<file path="src/rtl/amostrador_sensores.sv">
// -----------------------------------------------------------------------------
// amostrador_sensores
//
// Acquisition stage in front of the averaging/grading stage. One shared 4-bit
// request/valid sensor bus is polled for four channels in turn. Each channel
// gets 2^K_AMOSTRAS readings. Their average is taken by truncating shift. All
// four grades are published together with a one-cycle `pronto` strobe, so the
// downstream stage always sees a set from a single round.
//
// Parameters
//   K_AMOSTRAS  log2 of samples per channel per round (0..4)
//   TIMEOUT     REQ cycles to wait for sensor_valido before using a 0 sample (1..255)
//
// Ports
//   clock          in   system clock, rising edge
//   reset          in   asynchronous, active-high
//   enable         in   start/continue sampling (looked at in IDLE and PUBLISH only)
//   sensor_dado    in   [3:0] reading from the selected sensor
//   sensor_valido  in   sensor_dado valid
//   sensor_req     out  read request to the sensor bus
//   sensor_sel     out  [1:0] channel: 0 temperatura, 1 pH, 2 luminosidade, 3 umidade
//   temperatura, pH, luminosidade, umidade  out [3:0] published averaged grades
//   pronto         out  one-cycle strobe when a new set is published
//   erro           out  at least one sample of the published round timed out
//   ocupado        out  high in every state except IDLE
//   estado_dbg     out  [1:0] current FSM state (0 IDLE, 1 REQ, 2 GAP, 3 PUBLISH)
//
// Sensor bus handshake: a transfer happens on a rising edge where sensor_req
// and sensor_valido are both 1. sensor_valido is ignored while sensor_req is 0.
// sensor_req drops for one GAP cycle after every transfer or timeout, so each
// request starts with a fresh rising edge.
// -----------------------------------------------------------------------------
module amostrador_sensores #(
    parameter int K_AMOSTRAS = 2,
    parameter int TIMEOUT    = 15
) (
    input  logic       clock,
    input  logic       reset,
    input  logic       enable,
    input  logic [3:0] sensor_dado,
    input  logic       sensor_valido,
    output logic       sensor_req,
    output logic [1:0] sensor_sel,
    output logic [3:0] temperatura,
    output logic [3:0] pH,
    output logic [3:0] luminosidade,
    output logic [3:0] umidade,
    output logic       pronto,
    output logic       erro,
    output logic       ocupado,
    output logic [1:0] estado_dbg
);

    localparam int         ACC_W      = 4 + K_AMOSTRAS;
    localparam logic [4:0] N_AMOSTRAS = 5'(1 << K_AMOSTRAS);
    localparam logic [7:0] TIMEOUT_M1 = 8'(TIMEOUT - 1);

    typedef enum logic [1:0] {
        IDLE    = 2'd0,
        REQ     = 2'd1,
        GAP     = 2'd2,
        PUBLISH = 2'd3
    } estado_t;

    estado_t          state_q, state_d;
    logic [1:0]       canal_q, canal_d;
    logic [4:0]       conta_q, conta_d;       // samples taken on the current channel
    logic [7:0]       espera_q, espera_d;     // REQ cycles already spent on this sample
    logic [ACC_W-1:0] acc_q, acc_d;
    logic             erro_rodada_q, erro_rodada_d;
    logic [3:0]       est_temp_q, est_temp_d; // staging, channels 0..2
    logic [3:0]       est_ph_q, est_ph_d;
    logic [3:0]       est_lum_q, est_lum_d;
    logic [3:0]       temp_q, temp_d;
    logic [3:0]       ph_q, ph_d;
    logic [3:0]       lum_q, lum_d;
    logic [3:0]       umi_q, umi_d;
    logic             erro_q, erro_d;
    logic             req_q, req_d;
    logic             pronto_q, pronto_d;
    logic             ocupado_q, ocupado_d;

    // Truncating average: drop the K low bits of the sum.
    logic [3:0] media;
    assign media = acc_q[K_AMOSTRAS+3:K_AMOSTRAS];

    // ---------------------------------------------------------------- state register
    always_ff @(posedge clock or posedge reset) begin
        if (reset) begin
            state_q       <= IDLE;
            canal_q       <= 2'd0;
            conta_q       <= 5'd0;
            espera_q      <= 8'd0;
            acc_q         <= '0;
            erro_rodada_q <= 1'b0;
            est_temp_q    <= 4'd0;
            est_ph_q      <= 4'd0;
            est_lum_q     <= 4'd0;
            temp_q        <= 4'd0;
            ph_q          <= 4'd0;
            lum_q         <= 4'd0;
            umi_q         <= 4'd0;
            erro_q        <= 1'b0;
            req_q         <= 1'b0;
            pronto_q      <= 1'b0;
            ocupado_q     <= 1'b0;
        end else begin
            state_q       <= state_d;
            canal_q       <= canal_d;
            conta_q       <= conta_d;
            espera_q      <= espera_d;
            acc_q         <= acc_d;
            erro_rodada_q <= erro_rodada_d;
            est_temp_q    <= est_temp_d;
            est_ph_q      <= est_ph_d;
            est_lum_q     <= est_lum_d;
            temp_q        <= temp_d;
            ph_q          <= ph_d;
            lum_q         <= lum_d;
            umi_q         <= umi_d;
            erro_q        <= erro_d;
            req_q         <= req_d;
            pronto_q      <= pronto_d;
            ocupado_q     <= ocupado_d;
        end
    end

    // ---------------------------------------------------------------- next state / datapath
    always_comb begin
        state_d       = state_q;
        canal_d       = canal_q;
        conta_d       = conta_q;
        espera_d      = espera_q;
        acc_d         = acc_q;
        erro_rodada_d = erro_rodada_q;
        est_temp_d    = est_temp_q;
        est_ph_d      = est_ph_q;
        est_lum_d     = est_lum_q;
        temp_d        = temp_q;
        ph_d          = ph_q;
        lum_d         = lum_q;
        umi_d         = umi_q;
        erro_d        = erro_q;

        case (state_q)
            IDLE, PUBLISH: begin
                if (enable) begin
                    state_d       = REQ;
                    canal_d       = 2'd0;
                    conta_d       = 5'd0;
                    espera_d      = 8'd0;
                    acc_d         = '0;
                    erro_rodada_d = 1'b0;
                end else begin
                    state_d = IDLE;
                end
            end

            REQ: begin
                // Valid data wins even on the timeout edge.
                if (sensor_valido) begin
                    acc_d   = acc_q + ACC_W'(sensor_dado);
                    conta_d = conta_q + 5'd1;
                    state_d = GAP;
                end else if (espera_q == TIMEOUT_M1) begin
                    // A timed-out sample counts as a 0 reading.
                    erro_rodada_d = 1'b1;
                    conta_d       = conta_q + 5'd1;
                    state_d       = GAP;
                end else begin
                    espera_d = espera_q + 8'd1;
                end
            end

            GAP: begin
                espera_d = 8'd0;
                state_d  = REQ;
                if (conta_q == N_AMOSTRAS) begin
                    acc_d   = '0;
                    conta_d = 5'd0;
                    canal_d = canal_q + 2'd1;
                    case (canal_q)
                        2'd0: est_temp_d = media;
                        2'd1: est_ph_d   = media;
                        2'd2: est_lum_d  = media;
                        default: begin
                            // Last channel goes straight to the outputs
                            // together with the staged ones.
                            temp_d  = est_temp_q;
                            ph_d    = est_ph_q;
                            lum_d   = est_lum_q;
                            umi_d   = media;
                            erro_d  = erro_rodada_q;
                            state_d = PUBLISH;
                        end
                    endcase
                end
            end

            default: state_d = IDLE;
        endcase
    end

    // ---------------------------------------------------------------- outputs
    // Registered from the next state so they line up with the state register.
    always_comb begin
        req_d     = (state_d == REQ);
        pronto_d  = (state_d == PUBLISH);
        ocupado_d = (state_d != IDLE);
    end

    assign sensor_req   = req_q;
    assign sensor_sel   = canal_q;
    assign temperatura  = temp_q;
    assign pH           = ph_q;
    assign luminosidade = lum_q;
    assign umidade      = umi_q;
    assign pronto       = pronto_q;
    assign erro         = erro_q;
    assign ocupado      = ocupado_q;
    assign estado_dbg   = state_q;

endmodule

</file>
<file path="config.mk">
export PLATFORM = sky130hd
export DESIGN_NAME = amostrador_sensores
export DESIGN_NICKNAME = d
export VERILOG_FILES = /design/src/rtl/amostrador_sensores.sv
export SDC_FILE = /design/constraint.sdc
export NUM_CORES = 1
export LEC_CHECK = 0
export CAP_MARGIN = 20
export CORE_ASPECT_RATIO = 0.8
export CORE_UTILIZATION = 35
export DETAILED_ROUTE_END_ITERATION = 10
export GPL_TIMING_DRIVEN = 0
export PLACE_DENSITY = 0.59
export SYNTH_ARGS = -nofsm -noshare
export SYNTH_HDL_FRONTEND = slang
export SYNTH_SLANG_ARGS = --single-unit
</file>
<file path="constraint.sdc">
create_clock -name clock -period 2.2 [get_ports clock]
set_input_delay 0.44 -clock clock [delete_from_list [all_inputs] [get_ports clock]]
set_output_delay 0.44 -clock clock [all_outputs]
set_load 0.05 [all_outputs]
</file>
==> flow_summary_export.csv, run 1 <==
group,metric,value,unit
floorplan,floorplan.die_area,8360,um^2
job,number_of_violations_of_the_max_capacitance_limit,0,
floorplan,die_width,102,um
outcome,result_of_the_run,"finished, final reports clean",
setup_path,critical_path_required,1.76,ns
clock_tree,cts.sink_count,56,
timing,layout_setup_ws,0.102,ns
placement,preCtsSetupSlack,-0.0885,ns
placement,io_port_bufs,30,
cells_and_area,proportion_of_layout_cells_with_a_drive_suffix_above_1,20.3,%
logic_synthesis,yosys.area.top_type,"dfrtp_1",
logic_synthesis,synth-edff-count,0,
clock_tree,cts-root-to-sink-buffers,2,
timing,final.setup_skew,0.00694,ns
timing,final.min_clock_period,2.10,ns
clock_tree,clk_latency,0.32,ns
placement,routabilityCongestion,0.766,
cells_and_area,multiInputGateArea,1290,um^2
clock_tree,cts_made_buffers,5,
global_route,gr-total-overflow,0,
timing,finalMaxSlewViolations,0,
cells_and_area,post_route_cell_area,3380,um^2
logic_synthesis,ys_dominant_reg_cell,"dfrtp_1",
logic_synthesis,synth.lib_cells_used.distinct,51,
setup_path,critical_path.max_fanout,7,
placement,placed_cell_area,3250,um^2
logic_synthesis,syn-instance-count,242,
timing,period_share,95.4,%
logic_synthesis,netlist_area_before_placement,2800,um^2
cells_and_area,seqCellArea,1400,um^2
logic_synthesis,yosys_warnings,0,
pwr,power_per_cell_area,949,nW/um^2
timing,fmaxAchievable,0.477,GHz
floorplan,core_area,7570,um^2
pwr,vdd_ir_drop_max,0.000405,V
logic_synthesis,post_synth_main_area_contributors,"dfrtp_1, mux2_2, ha_1",
cells_and_area,area.growth.synth_to_final,20.9,%
drt,detail_route.wirelength,5.85,mm
floorplan,initial_utilization,37.0,%
setup_path,setup.worst_path.class,"reg -> out",
drt,drtIter0Drc,128,
floorplan,io_pins,32,
drt,remaining_drc_errors,0,
cells_and_area,layout.cells.most_common,"dfrtp_1",
clock_tree,cts_tree,"done",
drt,wire_per_inst,15.0,um
logic_synthesis,yosysTopAreaCellShare,50.1,%
setup_path,start_kind,"flop",
timing,rsz0062_at_grt,"true",
timing,max_slew_margin,65.0,%
worst_hold_path,worst_min_delay_path_class,"in -> async",
drt,drt_pass1_iterations,4,
global_route,grt_antenna_before_repair,0,
cells_and_area,antennaDiodeCount,0,
cells_and_area,final_net_count,308,
logic_synthesis,ys_async_sr_fraction,100,%
setup_path,crit_chain,"clkdlybuf4s50_1",
clock_tree,cts.clk_slew.worst_paths,0.11,ns
drt,route.vias.total,2015,
pwr,total_leakage_power,1.58,nW
logic_synthesis,synth.yosys.seq_area_share,50.1,%
cells_and_area,mostFrequentLayoutCells,"dfrtp_1, clkdlybuf4s50_1, mux2_2, nand2_1, inv_1",
clock_tree,ctsHoldBuffers,0,
setup_path,worst-path-buf-inv,1,
setup_path,critPathCaptureType,"primary output",
floorplan,row_count,28,
placement,hpwl,4.28,mm
clock_tree,cts_root_buf,"clkbuf_8",
drt,routed_via_density,5.15,
cells_and_area,nFillCells,731,
setup_path,cpPeakStageDelay,0.87,ns
logic_synthesis,syn_area_per_cell,11.6,um^2
floorplan,die_h,82.0,um
logic_synthesis,yosys_register_bits,56,
setup_path,cp.arrival,1.66,ns
timing,timing.final.setup_violations,0,
global_route,largest_net_degree_at_the_start_of_global_routing,39,
timing,hold_viol,0,
clock_tree,cts_h_tree_lvls,2,
drt,drtAntennaViolNets,0,
global_route,grt_first_pass_wirelength,9.54,mm
global_route,track_usage,15.1,%
global_route,number_of_global_route_vias_before_repair,1857,
setup_path,critical-path-top-delay-family,"buffers and inverters",
logic_synthesis,syn-num-nets,265,
setup_path,cpMaxStageDelayCell,"clkdlybuf4s50_1",
timing,worst_slew_pin_slew,0.523,ns
[path summary, 6_finish.rpt]
check                         startpoint              end  slack [ns]  cells after the start
max in group asynchronous          reset      espera_q[0]        1.19                      3
hold reg to reg               umidade[2]       umidade[2]        0.51                      1
setup / recovery           sensor_sel[0]    sensor_sel[0]        0.10                      1
setup reg to reg           estado_dbg[0]      espera_q[5]        0.16                      7
hold / removal                     reset  luminosidade[1]        0.45                      2
min in group clock            umidade[2]       umidade[2]        0.51                      1
[power breakdown]
part           total (mW)  leakage [nW]  internal (mW)  switching (mW)
Sequential           1.28         0.769           1.16           0.128
Combinational        1.33         0.764          0.492           0.841
Clock               0.593        0.0487          0.233           0.360
Total                3.21          1.58           1.88            1.33
[stage by stage]
stage               TNS [ns]  total power [mW]  hold WS (ns)  util, %  std cells
finish                     0              3.21         0.446     44.7        391
global route         -0.0809              3.45         0.474     44.7        391
CTS                        0              3.22         0.450     44.2        386
detailed placement   -0.0909              2.62         0.492     43.0        378
global placement      -40.51              2.58         0.485     42.7        377
floorplan                  0              2.25         0.470        -        242
[flip-flops by register name (all words and copies together) (netlist names), 2 cells and up]
signal	cells
espera_q	8
acc_q	6
conta_q	5
est_lum_q	4
est_ph_q	4
est_temp_q	4
luminosidade	4
pH	4
temperatura	4
umidade	4
estado_dbg	2
sensor_sel	2
[repair_timing]
action                     4_1_cts  5_1_grt
buffers inserted                 0        5
gates resized for setup          0        2
setup endpoints to repair        0       16
[cells by family after synthesis]
family,synth area share [%]
buf+inv,3.93
xor+xnor,0.626
compound gates,13.0
fa+ha+maj,6.97
simple gates,11.9
mux,13.5
flops,50.1
[synthesized netlist by cell type, types with 2 or more instances]
cell type and instances:
dfrtp_1 56, mux2_2 29, nand2_1 19, inv_1 16, ha_1 14, o21ai_0 11, nor2_1 9, a21oi_1 8
nand2b_1 6, a22o_1 5, mux2i_1 5, buf_2 4, nand3_1 4, nand4_1 4, a211oi_1 3, nor3_1 3
or3_1 3, a21o_1 2, clkbuf_1 2, nor2b_1 2, o211ai_1 2, o311ai_0 2, o31a_1 2, o41ai_1 2
or4b_1 2, xor2_1 2
[routing by layer]
layer / GRT usage [%] / vias to the layer above / share of wire [%]
met5: 0 / - / 0
met4: 4.71 / 0 / 1.0
met3: 3.32 / 5 / 4.9
met2: 19.7 / 49 / 40
met1: 24.0 / 1000 / 54
li1: - / 961 / -
[area by class of cell]
class                           count  share of cell area [%]
Inverter                           17                    1.89
Tap cell                          105                    3.88
Timing Repair Buffer               36                    10.6
Clock inverter                      3                   0.776
Buffer                              8                    1.37
Clock buffer                        5                    2.03
Multi-Input combinational cell    161                    38.0
Sequential cell                    56                    41.4
No activity file was read; power rests on OpenSTA's default activity.
==> run 2: changes to the inputs <==
GPL_ROUTABILITY_DRIVEN = 0   (was not set)
PLACE_DENSITY = not set   (was 0.59)
PLACE_DENSITY_LB_ADDON = 0.1   (was not set)
==> run 2 against run 1 <==
  * Total power fell by 0.56%
  * Clock skew rose by 0.0057 ns
  * Combinational power barely moved
  * Critical path depth did not move
  * Setup slack got worse by 0.012 ns
  * Routed wire length rose by 1.3%
  * Sequential share of layout area barely moved
  * Critical path type unchanged
  * Largest cell class unchanged
  * Highest routed layer unchanged
==> flow_summary_export.csv, run 2 (synthesis gave the netlist of run 1 again) <==
group,metric,value,unit
setup_path,critical_path_required,1.76,ns
job,number_of_violations_of_the_max_capacitance_limit,0,
floorplan,initial_utilization,37.0,%
drt,remaining_drc_errors,0,
clock_tree,cts_root_buf,"clkbuf_8",
timing,finalMaxSlewViolations,0,
timing,worst_slew_pin_slew,0.515,ns
clock_tree,cts_made_buffers,5,
setup_path,cpMaxStageDelayCell,"clkdlybuf4s50_1",
drt,wire_per_inst,15.2,um
setup_path,critical_path.max_fanout,4,
setup_path,worst-path-buf-inv,1,
placement,placed_cells_incl_taps,378,
floorplan,core_area,7570,um^2
setup_path,critPathCaptureType,"primary output",
drt,route.vias.total,1923,
cells_and_area,area.growth.synth_to_final,20.9,%
timing,final.setup_skew,0.0127,ns
global_route,grt_antenna_before_repair,0,
cells_and_area,multiInputGateArea,1290,um^2
timing,rsz0062_at_grt,"false",
cells_and_area,layout.cells.most_common,"dfrtp_1",
clock_tree,clk_latency,0.31,ns
setup_path,cp.arrival,1.67,ns
setup_path,start_kind,"flop",
clock_tree,cts_tree,"done",
timing,hold_viol,0,
outcome,result_of_the_run,"finished, final reports clean",
timing,final.min_clock_period,2.11,ns
cells_and_area,register_containing_the_most_flip_flops_in_the_final_layout,"espera_q",
cells_and_area,largest_register_ff_count,8,
global_route,number_of_global_route_vias_before_repair,1897,
clock_tree,cts_h_tree_lvls,2,
setup_path,cpPeakStageDelay,0.86,ns
floorplan,io_pins,32,
timing,timing.final.setup_violations,0,
clock_tree,cts-root-to-sink-buffers,2,
floorplan,die_h,82.0,um
timing,fmaxAchievable,0.474,GHz
cells_and_area,seqCellArea,1400,um^2
clock_tree,cts.clk_slew.worst_paths,0.11,ns
global_route,grt_first_pass_wirelength,9.78,mm
setup_path,critical-path-top-delay-family,"buffers and inverters",
drt,drt_pass1_iterations,4,
global_route,largest_net_degree_at_the_start_of_global_routing,40,
setup_path,reg2regPathDepth,8,
drt,routed_via_density,4.92,
drt,drtAntennaViolNets,0,
pwr,vdd_ir_drop_max,0.000445,V
global_route,track_usage,15.5,%
drt,detail_route.wirelength,5.93,mm
floorplan,floorplan.die_area,8360,um^2
worst_hold_path,worst_min_delay_path_class,"in -> async",
global_route,gr-total-overflow,0,
timing,holdWs,0.437,ns
drt,drtIter0Drc,41,
cells_and_area,antennaDiodeCount,0,
setup_path,crit_chain,"clkdlybuf4s50_1",
timing,max_slew_margin,65.6,%
timing,period_share,95.9,%
clock_tree,cts.sink_count,56,
pwr,total_leakage_power,1.58,nW
clock_tree,ctsHoldBuffers,0,
setup_path,rr_endpoint,"acc_q[3]",
setup_path,reg2reg_from,"estado_dbg[0]",
cells_and_area,mostFrequentLayoutCells,"dfrtp_1, clkdlybuf4s50_1, mux2_2, nand2_1, inv_1",
placement,hpwl,4.28,mm
setup_path,setup.worst_path.class,"reg -> out",
cells_and_area,final_net_count,308,
floorplan,die_width,102,um
cells_and_area,fin_util,44.7,%
placement,io_port_bufs,30,
cells_and_area,instances_no_fill,391,
cells_and_area,proportion_of_layout_cells_with_a_drive_suffix_above_1,20.3,%
floorplan,row_count,28,
pwr,power_per_cell_area,944,nW/um^2
cells_and_area,largestRegisters,"espera_q x8, acc_q x6, conta_q x5",
setup_path,reg2reg_setup_slack,0.12,ns
cells_and_area,nFillCells,739,
==> run 2: cell types whose count changed in the layout (fill, tap and decap cells not counted) <==
cell,previous run,this run
clkinv_2,0,1
dfrtp_2,1,0
clkinvlp_4,0,1
dfrtp_1,55,56
a211oi_2,0,1
clkinv_4,2,0
a211oi_1,3,2
==> run 2: how the worst max path moves through the flow <==
| stage | startpoint | end | slack (ns) | depth (start not counted) |
|---|---|---|---|---|
| floorplan | estado_dbg[1] | luminosidade[0] | 0.08 | 6 |
| global placement | reset | erro | -0.74 | 2 |
| detailed placement | sensor_dado[1] | acc_q[5] | -0.02 | 6 |
| CTS | estado_dbg[1] | luminosidade[1] | 0.03 | 6 |
| global route | estado_dbg[0] | acc_q[2] | 0.006 | 8 |
| finish | estado_dbg[1] | estado_dbg[1] | 0.09 | 1 |
==> run 2: stage by stage <==
| stage | power (mW) | setup TNS, ns | setup slack, ns | area, um^2 |
|---|---|---|---|---|
| floorplan | 2.25 | 0 | 0.0844 | 2800 |
| global placement | 2.59 | -41.18 | -0.740 | 3230 |
| detailed placement | 2.62 | -0.0294 | -0.0200 | 3250 |
| CTS | 3.21 | 0 | 0.0332 | 3340 |
| global route | 3.43 | 0 | 0.00587 | 3380 |
| finish | 3.19 | 0 | 0.0896 | 3380 |
==> run 2: per-layer routing <==
metal	up-vias	wire, um	share of wire [%]	GRT usage, %
li1	957	-	-	-
met1	938	3270	55	24.4
met2	26	2420	41	21.5
met3	2	203	3.4	3.23
met4	0	36	0.61	3.00
met5	-	0	0	0
==> run 2: worst register-to-register path, cell delays in order, from the launching register on <==
cell     delay [ns]
dfrtp_1        0.45
inv_1          0.07
ha_1           0.36
nor2b_1        0.15
buf_2          0.17
a21oi_1        0.18
buf_4          0.21
nand2_1        0.14
a22o_1         0.26
==> run 2: what timing repair did <==
item	CTS	global route
setup endpoints to repair	0	13
buffers inserted	0	5
gates resized for setup	0	2
==> run 2: cell type report <==
| class | count | share of cell area [%] |
|---|---|---|
| clock buffers | 5 | 2.03 |
| multi-input cells | 161 | 38.2 |
| well taps | 105 | 3.88 |
| clock inverters | 3 | 0.629 |
| plain buffers | 8 | 1.37 |
| repair buffers | 36 | 10.6 |
| inverters | 17 | 1.89 |
| flip-flops and latches | 56 | 41.4 |
==> run 2: power by group <==
part	total (mW)	switching (mW)	internal [mW]	leakage [nW]
logic	1.33	0.845	0.484	0.764
registers	1.29	0.137	1.15	0.770
clock network	0.574	0.347	0.227	0.0445
==> run 3: changes to the inputs <==
SKIP_LAST_GASP = 1   (was not set)
==> results of run 3 <==
Same layout as run 2: the final DEF is identical, and so are final timing and power.
